[src/rtl/pc_seq_ctrl.sv]
// -----------------------------------------------------------------------------
// pc_seq_ctrl
//   Next-PC sequencer for the pipelined MIPS core. Each cycle it arbitrates
//   between redirect sources (EX branch, illegal opcode, pending interrupt,
//   ID jr/jump, load-use stall) and drives the PC source select, PC write
//   enable, pipeline flushes and EPC capture controls. After an interrupt or
//   exception redirect a holdoff counter blocks new irq/illop for HOLDOFF
//   cycles.
//
//   Optional feature macro: PCSEQ_IRQ_EDGE_EN
//     defined   : irq is registered and only a rising edge pends an interrupt;
//                 edges seen in kernel mode are remembered until user mode.
//     undefined : irq is level sensitive.
//
//   Ports
//     clk             core clock
//     reset           synchronous active-low reset
//     irq             external interrupt request
//     illop_id        undefined opcode decoded in ID
//     branch_taken_ex conditional branch in EX resolved taken
//     jump_id         J/JAL in ID
//     jr_id           JR/JALR in ID
//     stall_lu        load-use stall request
//     kernel_id       PC[31] of the ID instruction (1 = kernel mode)
//     pc_src          0 PC+4, 1 branch, 2 jump, 3 register, 4 irq vec, 5 exc vec
//     pc_we           PC register write enable
//     flush_if        clear IF/ID register
//     flush_id        clear ID/EX register
//     epc_we          capture return address into EPC
//     epc_sel         0 = PC of ID instr, 1 = PC of ID instr + 4
//     irq_ack         one-cycle pulse when the interrupt redirect is issued
//     irq_pend        pending-interrupt flag (registered)
//
//   Only irq_pend and the internal state are registered; all other outputs
//   are combinational from the inputs and the current state.
// -----------------------------------------------------------------------------
module pc_seq_ctrl #(
  parameter int unsigned HOLDOFF = 2,
  parameter int unsigned CNT_W   = 4
) (
  input  logic       clk,
  input  logic       reset,
  input  logic       irq,
  input  logic       illop_id,
  input  logic       branch_taken_ex,
  input  logic       jump_id,
  input  logic       jr_id,
  input  logic       stall_lu,
  input  logic       kernel_id,
  output logic [2:0] pc_src,
  output logic       pc_we,
  output logic       flush_if,
  output logic       flush_id,
  output logic       epc_we,
  output logic       epc_sel,
  output logic       irq_ack,
  output logic       irq_pend
);

  localparam logic [2:0] PC_SEQ  = 3'd0;
  localparam logic [2:0] PC_BR   = 3'd1;
  localparam logic [2:0] PC_J    = 3'd2;
  localparam logic [2:0] PC_JR   = 3'd3;
  localparam logic [2:0] PC_IRQ  = 3'd4;
  localparam logic [2:0] PC_EXC  = 3'd5;

  localparam logic [CNT_W-1:0] HOLD_LOAD = CNT_W'(HOLDOFF);
  localparam logic [CNT_W-1:0] CNT_ONE   = CNT_W'(1);

  // RUN <=> holdoff counter is zero; HOLD <=> counter is non-zero.
  typedef enum logic {
    S_RUN  = 1'b0,
    S_HOLD = 1'b1
  } state_t;

  state_t           state_q, state_d;
  logic [CNT_W-1:0] cnt_q, cnt_d;
  logic             pend_q, pend_d;
  logic             pend_set;
  logic             take_exc;

  assign irq_pend = pend_q;

`ifdef PCSEQ_IRQ_EDGE_EN
  // Rising-edge interrupt detection; edges arriving in kernel mode are held
  // in kmem_q and delivered once the ID instruction is back in user mode.
  logic irq_q;
  logic kmem_q, kmem_d;
  logic irq_rise;

  always_comb begin
    irq_rise = irq & ~irq_q;
    pend_set = ~kernel_id & (irq_rise | kmem_q);
    kmem_d   = kernel_id & (kmem_q | irq_rise);
  end

  always_ff @(posedge clk) begin
    if (!reset) begin
      irq_q  <= 1'b0;
      kmem_q <= 1'b0;
    end else begin
      irq_q  <= irq;
      kmem_q <= kmem_d;
    end
  end
`else
  // Level-sensitive: a held irq re-pends as soon as the holdoff expires.
  always_comb begin
    pend_set = irq & ~kernel_id;
  end
`endif

  // State, holdoff counter and pending latch.
  always_ff @(posedge clk) begin
    if (!reset) begin
      state_q <= S_RUN;
      cnt_q   <= '0;
      pend_q  <= 1'b0;
    end else begin
      state_q <= state_d;
      cnt_q   <= cnt_d;
      pend_q  <= pend_d;
    end
  end

  // Redirect arbitration, output decode and next-state logic.
  always_comb begin
    pc_src   = PC_SEQ;
    pc_we    = 1'b1;
    flush_if = 1'b0;
    flush_id = 1'b0;
    epc_we   = 1'b0;
    epc_sel  = 1'b0;
    irq_ack  = 1'b0;
    take_exc = 1'b0;
    cnt_d    = cnt_q;
    state_d  = state_q;
    pend_d   = pend_q;

    if (reset) begin
      if (branch_taken_ex) begin
        // The ID instruction is squashed, so its illop/jump are moot.
        pc_src   = PC_BR;
        flush_if = 1'b1;
        flush_id = 1'b1;
      end else if (illop_id && (state_q == S_RUN)) begin
        pc_src   = PC_EXC;
        flush_if = 1'b1;
        epc_we   = 1'b1;
        epc_sel  = 1'b1;
        take_exc = 1'b1;
      end else if (pend_q && (state_q == S_RUN) && !kernel_id && !stall_lu &&
                   !jump_id && !jr_id) begin
        // Deferred behind jumps so EPC never lands in the discarded delay slot.
        pc_src   = PC_IRQ;
        flush_if = 1'b1;
        epc_we   = 1'b1;
        epc_sel  = 1'b0;
        irq_ack  = 1'b1;
        take_exc = 1'b1;
      end else if (jr_id) begin
        pc_src   = PC_JR;
        flush_if = 1'b1;
      end else if (jump_id) begin
        pc_src   = PC_J;
        flush_if = 1'b1;
      end else if (stall_lu) begin
        pc_we    = 1'b0;
        flush_id = 1'b1;
      end

      if (take_exc) begin
        cnt_d = HOLD_LOAD;
      end else if (state_q == S_HOLD) begin
        cnt_d = cnt_q - CNT_ONE;
      end

      state_d = (cnt_d != '0) ? S_HOLD : S_RUN;
      pend_d  = irq_ack ? 1'b0 : (pend_q | pend_set);
    end
  end

  // Design invariants.
  a_pc_src_range : assert property (@(posedge clk) disable iff (!reset)
    pc_src <= PC_EXC);
  a_state_cnt    : assert property (@(posedge clk) disable iff (!reset)
    (state_q == S_HOLD) == (cnt_q != '0));
  a_ack_needs_pend : assert property (@(posedge clk) disable iff (!reset)
    irq_ack |-> pend_q);

endmodule

[config.mk]
export PLATFORM = sky130hd
export DESIGN_NAME = pc_seq_ctrl
export DESIGN_NICKNAME = d
export VERILOG_FILES = /design/src/rtl/pc_seq_ctrl.sv
export SDC_FILE = /design/constraint.sdc
export NUM_CORES = 1
export LEC_CHECK = 0
export ABC_CLOCK_PERIOD_IN_PS = 3600
export CAP_MARGIN = 40
export CORE_AREA = 2 2 39 41
export CTS_CLUSTER_SIZE = 12
export DETAILED_ROUTE_END_ITERATION = 12
export DIE_AREA = 0 0 41 43
export HOLD_SLACK_MARGIN = 0.02
export SETUP_SLACK_MARGIN = 0.15
export SLEW_MARGIN = 20
export SYNTH_ARGS = -nofsm -noshare
export SYNTH_HDL_FRONTEND = slang
export SYNTH_SLANG_ARGS = --single-unit
[constraint.sdc]
create_clock -name clk -period 3.6 [get_ports clk]
set_clock_uncertainty 0.1 [all_clocks]
set_input_delay 0.54 -clock clk [delete_from_list [all_inputs] [get_ports clk]]
set_output_delay 0.54 -clock clk [all_outputs]
set_load 0.005 [all_outputs]
==> summary.md <==
| Metric | Value |
|---|---|
| Placed cell areas | ~610 um^2 |
| Largest net degree at the start of global routing | 11 |
| Ant. Diodes | 0 |
| Post-CTS setup buffer count | 0 |
| GPL Wtd Cong | approximately 0.74 |
| TritonCTS buffer count | 3 |
| Max H-tree Level | 1 |
| Avg Inst Size Synth | ~7.6 um^2 |
| IO Pins | 19 |
| Post-route setup TNS | 0 ns |
| Root Buffer | clkbuf_4 |
| Mapped Cells | 56 |
| Clk sinks | 6 |
| Min-Delay Path Depth | 2 |
| Setup WS pre-CTS | ~0.48 ns |
| Sequential area share after synthesis | 28.2% |
| DP Cell Count | 88 |
| Status | complete, no violations |
| CP max stage cell | or4b_4 |
| Hold path endpoint | irq_pend |
| FF+latch count, synth | 6 |
| Post_cts resized | 0 |
| MaxCap Viol Count | 0 |
| Hold Buf Count CTS | 0 |
| Die Ht | 43 um |
| Mapped Nets | 66 |
| Final Non-Filler Cells | 91 |
| Fin crit share | between 80 and 90% |
| Grt total ovfl | 0 |
| Synth unique cells | 26 |
| Routed Antenna Nets | 0 |
| Top-area cell type share of the netlist area | about 28% |
| DRC violations left | 0 |
| Clk buf depth | 2 |
| Buffers on Ports | 18 |
| First DRT Iteration DRCs | 4 |
| RSZ-0062 raised after global routing | no |
| Die X-Extent | between 40 and 50 um |
| Hold WC Path Type | reg2reg |
| FF-to-FF End | state_q |
| Critical-path cell list | clkdlybuf4s50_1 -> or4b_4 -> or2_1 -> a21oi_1 -> clkdlybuf4s50_1 |
| Setup-failing EPs final | 0 |
| Period minus WS final | 3.13 ns |
| DRT Pass-1 Iters | 4 |
| First-pass GRT wire length | approximately 1700 um |
| Critical path peak fanout | 4 |
| Worst Max-Slew Pin Slew | around 0.32 ns |
| Critical Path Start Type | primary input |
| Synthesized cell area | around 430 um^2 |
| Layout cells sized above 1 | under 10% |
| Antenna violations before repair | 0 |
| Avg Vias per Cell | between 4 and 5 |
| Cell taking the most area after synthesis | dfxtp_1 |
| Final Max Slew Viols | 0 |
| Crit path kind | in2out |
| Power Total | around 0.25 mW |
| Worst R2R Setup Slack | approximately 2.0 ns |
| Worst setup EP type | output pin |
| CP required | around 3.0 ns |
| Nets@finish | slightly below 90 |
| Die Footprint | 0.00176 mm^2 |
| Max_slew headroom | 78.4% |
| Placeable Area | ~0.0014 mm^2 |
| R2r worst-path depth | 3 |
| FMAX | approximately 0.32 GHz |
| PD cells | 400 mW/mm^2 |
| Clk_lat worst skew | between 0.2 and 0.25 ns |
| Routed wire length | 1050 um |
| Yosys warns | 0 |
| CP arrival | between 2 and 2.5 ns |
| Hold Path Origin | irq_pend |
| Leak | about 0.23 nW |
| TritonCTS clock tree | done |
| Largest cells by area after synthesis | dfxtp_1 (28%), nor2_1 (6.2%), a211oi_1 (5.3%) |
| Post-route cell area | 631 um^2 |
| Largest stage delay, worst path | 0.54 ns |
| Dpl hpwl | between 800 and 900 um |
| Peak VDD IR | between 0.0001 and 0.00015 V |
| Gr usage total | about 14% |
| Reg2Reg Launch Point | state_q |
| Final worst slack | ~0.47 ns |
| Row count | 14 |
| CTS clk-pin slew, worst paths | about 0.040 ns |
| Hold Violations, Final | 0 |
| Via count | between 400 and 500 |
| Initial Util | roughly 30% |
| CP dominant cell by count | clkdlybuf4s50_1 |
| P&R area growth vs syn | 47.8% |
| WL/cell | around 12 um |
| Number of global-route vias before repair | roughly 450 |
power breakdown:
| part | switching [mW] | internal (mW) |
|---|---|---|
| logic | 0.0397 | 0.0536 |
| registers | 0.0181 | 0.0810 |
| clock network | 0.0220 | 0.0376 |
| total | 0.0799 | 0.172 |
critical path: cells and delay by family:
family	cells	cell delay (ns)
AND/OR/NAND/NOR	2	0.80
buffers and inverters	2	0.97
AO/OA/AOI/OAI	1	0.19
worst max-delay path by stage:
stage	to	from
6_report	epc_we	stall_lu
5_1_grt	pc_src[2]	stall_lu
4_1_cts	epc_we	stall_lu
3_5_place_dp	epc_we	stall_lu
3_3_place_gp	flush_if	stall_lu
2_1_floorplan	pc_src[2]	stall_lu
cells in the final DEF (no fill, tap or decap), drive strengths merged:
cell type,Yosys,final
a211oi,3,3
a21oi,4,4
a31oi,2,2
and2b,1,1
clkbuf,0,3
clkdlybuf4s50,0,18
dfxtp,6,6
ha,1,1
inv,4,4
nand2,5,5
nand2b,1,1
nand3,1,1
nand4,1,1
nor2,7,7
nor2b,3,3
nor3,1,1
nor4b,1,1
o21ai,2,2
o31ai,2,2
or2,2,2
or3,1,1
or4,1,1
or4b,1,1
xnor2,2,2
xor2,2,2
area by class of cell:
type	instances	area [um^2]
Tap cell	16	20.0
Sequential cell	6	120
Timing Repair Buffer	18	180
Fill cell	149	753
Inverter	4	15.0
Clock buffer	3	22.5
Multi-Input combinational cell	44	273
logic make-up after synthesis:
logic type               after synthesis  synth area share [%]
AND/OR/NAND/NOR                       26                  34.0
adder cells (fa/ha/maj)                1                  2.93
buffers and inverters                  6                  7.92
XOR/XNOR                               4                  8.21
flip-flops                             6                  28.2
AO/OA/AOI/OAI                         13                  18.8
Yosys cell counts:
master,count
nor2_1,7
dfxtp_1,6
nand2_1,5
a21oi_1,4
inv_1,4
a211oi_1,3
nor2b_1,3
a31oi_1,2
o21ai_0,2
o31ai_1,2
xnor2_1,2
xor2_1,2
and2b_2,1
buf_4,1
buf_6,1
ha_1,1
nand2b_1,1
nand3_1,1
nand4_1,1
nor3_1,1
nor4b_1,1
or2_1,1
or2_2,1
or3_1,1
or4_2,1
or4b_4,1
registers in the layout, indices dropped and copies added (netlist names):
| register | cells |
|---|---|
| irq_pend | 1 |
| cnt_q | 4 |
| state_q | 1 |
per-layer routing:
| metal | vias up | part of all wire, % | global-route usage, % |
|---|---|---|---|
| met2 | 19 | 50 | 23.1 |
| met3 | 2 | 4.1 | 0.524 |
| met5 | - | 0 | 0 |
| met1 | 193 | 45 | 14.7 |
| met4 | 0 | 1.3 | 14.0 |
| li1 | 234 | - | - |
through the flow:
step / hold WS (ns) / utilization, %
floorplan: 0.435 / -
global placement: 0.471 / 43.9
detailed placement: 0.480 / 43.9
CTS: 0.487 / 45.6
global route: 0.521 / 45.6
finish: 0.483 / 45.6
No activity file was read; power rests on OpenSTA's default activity.
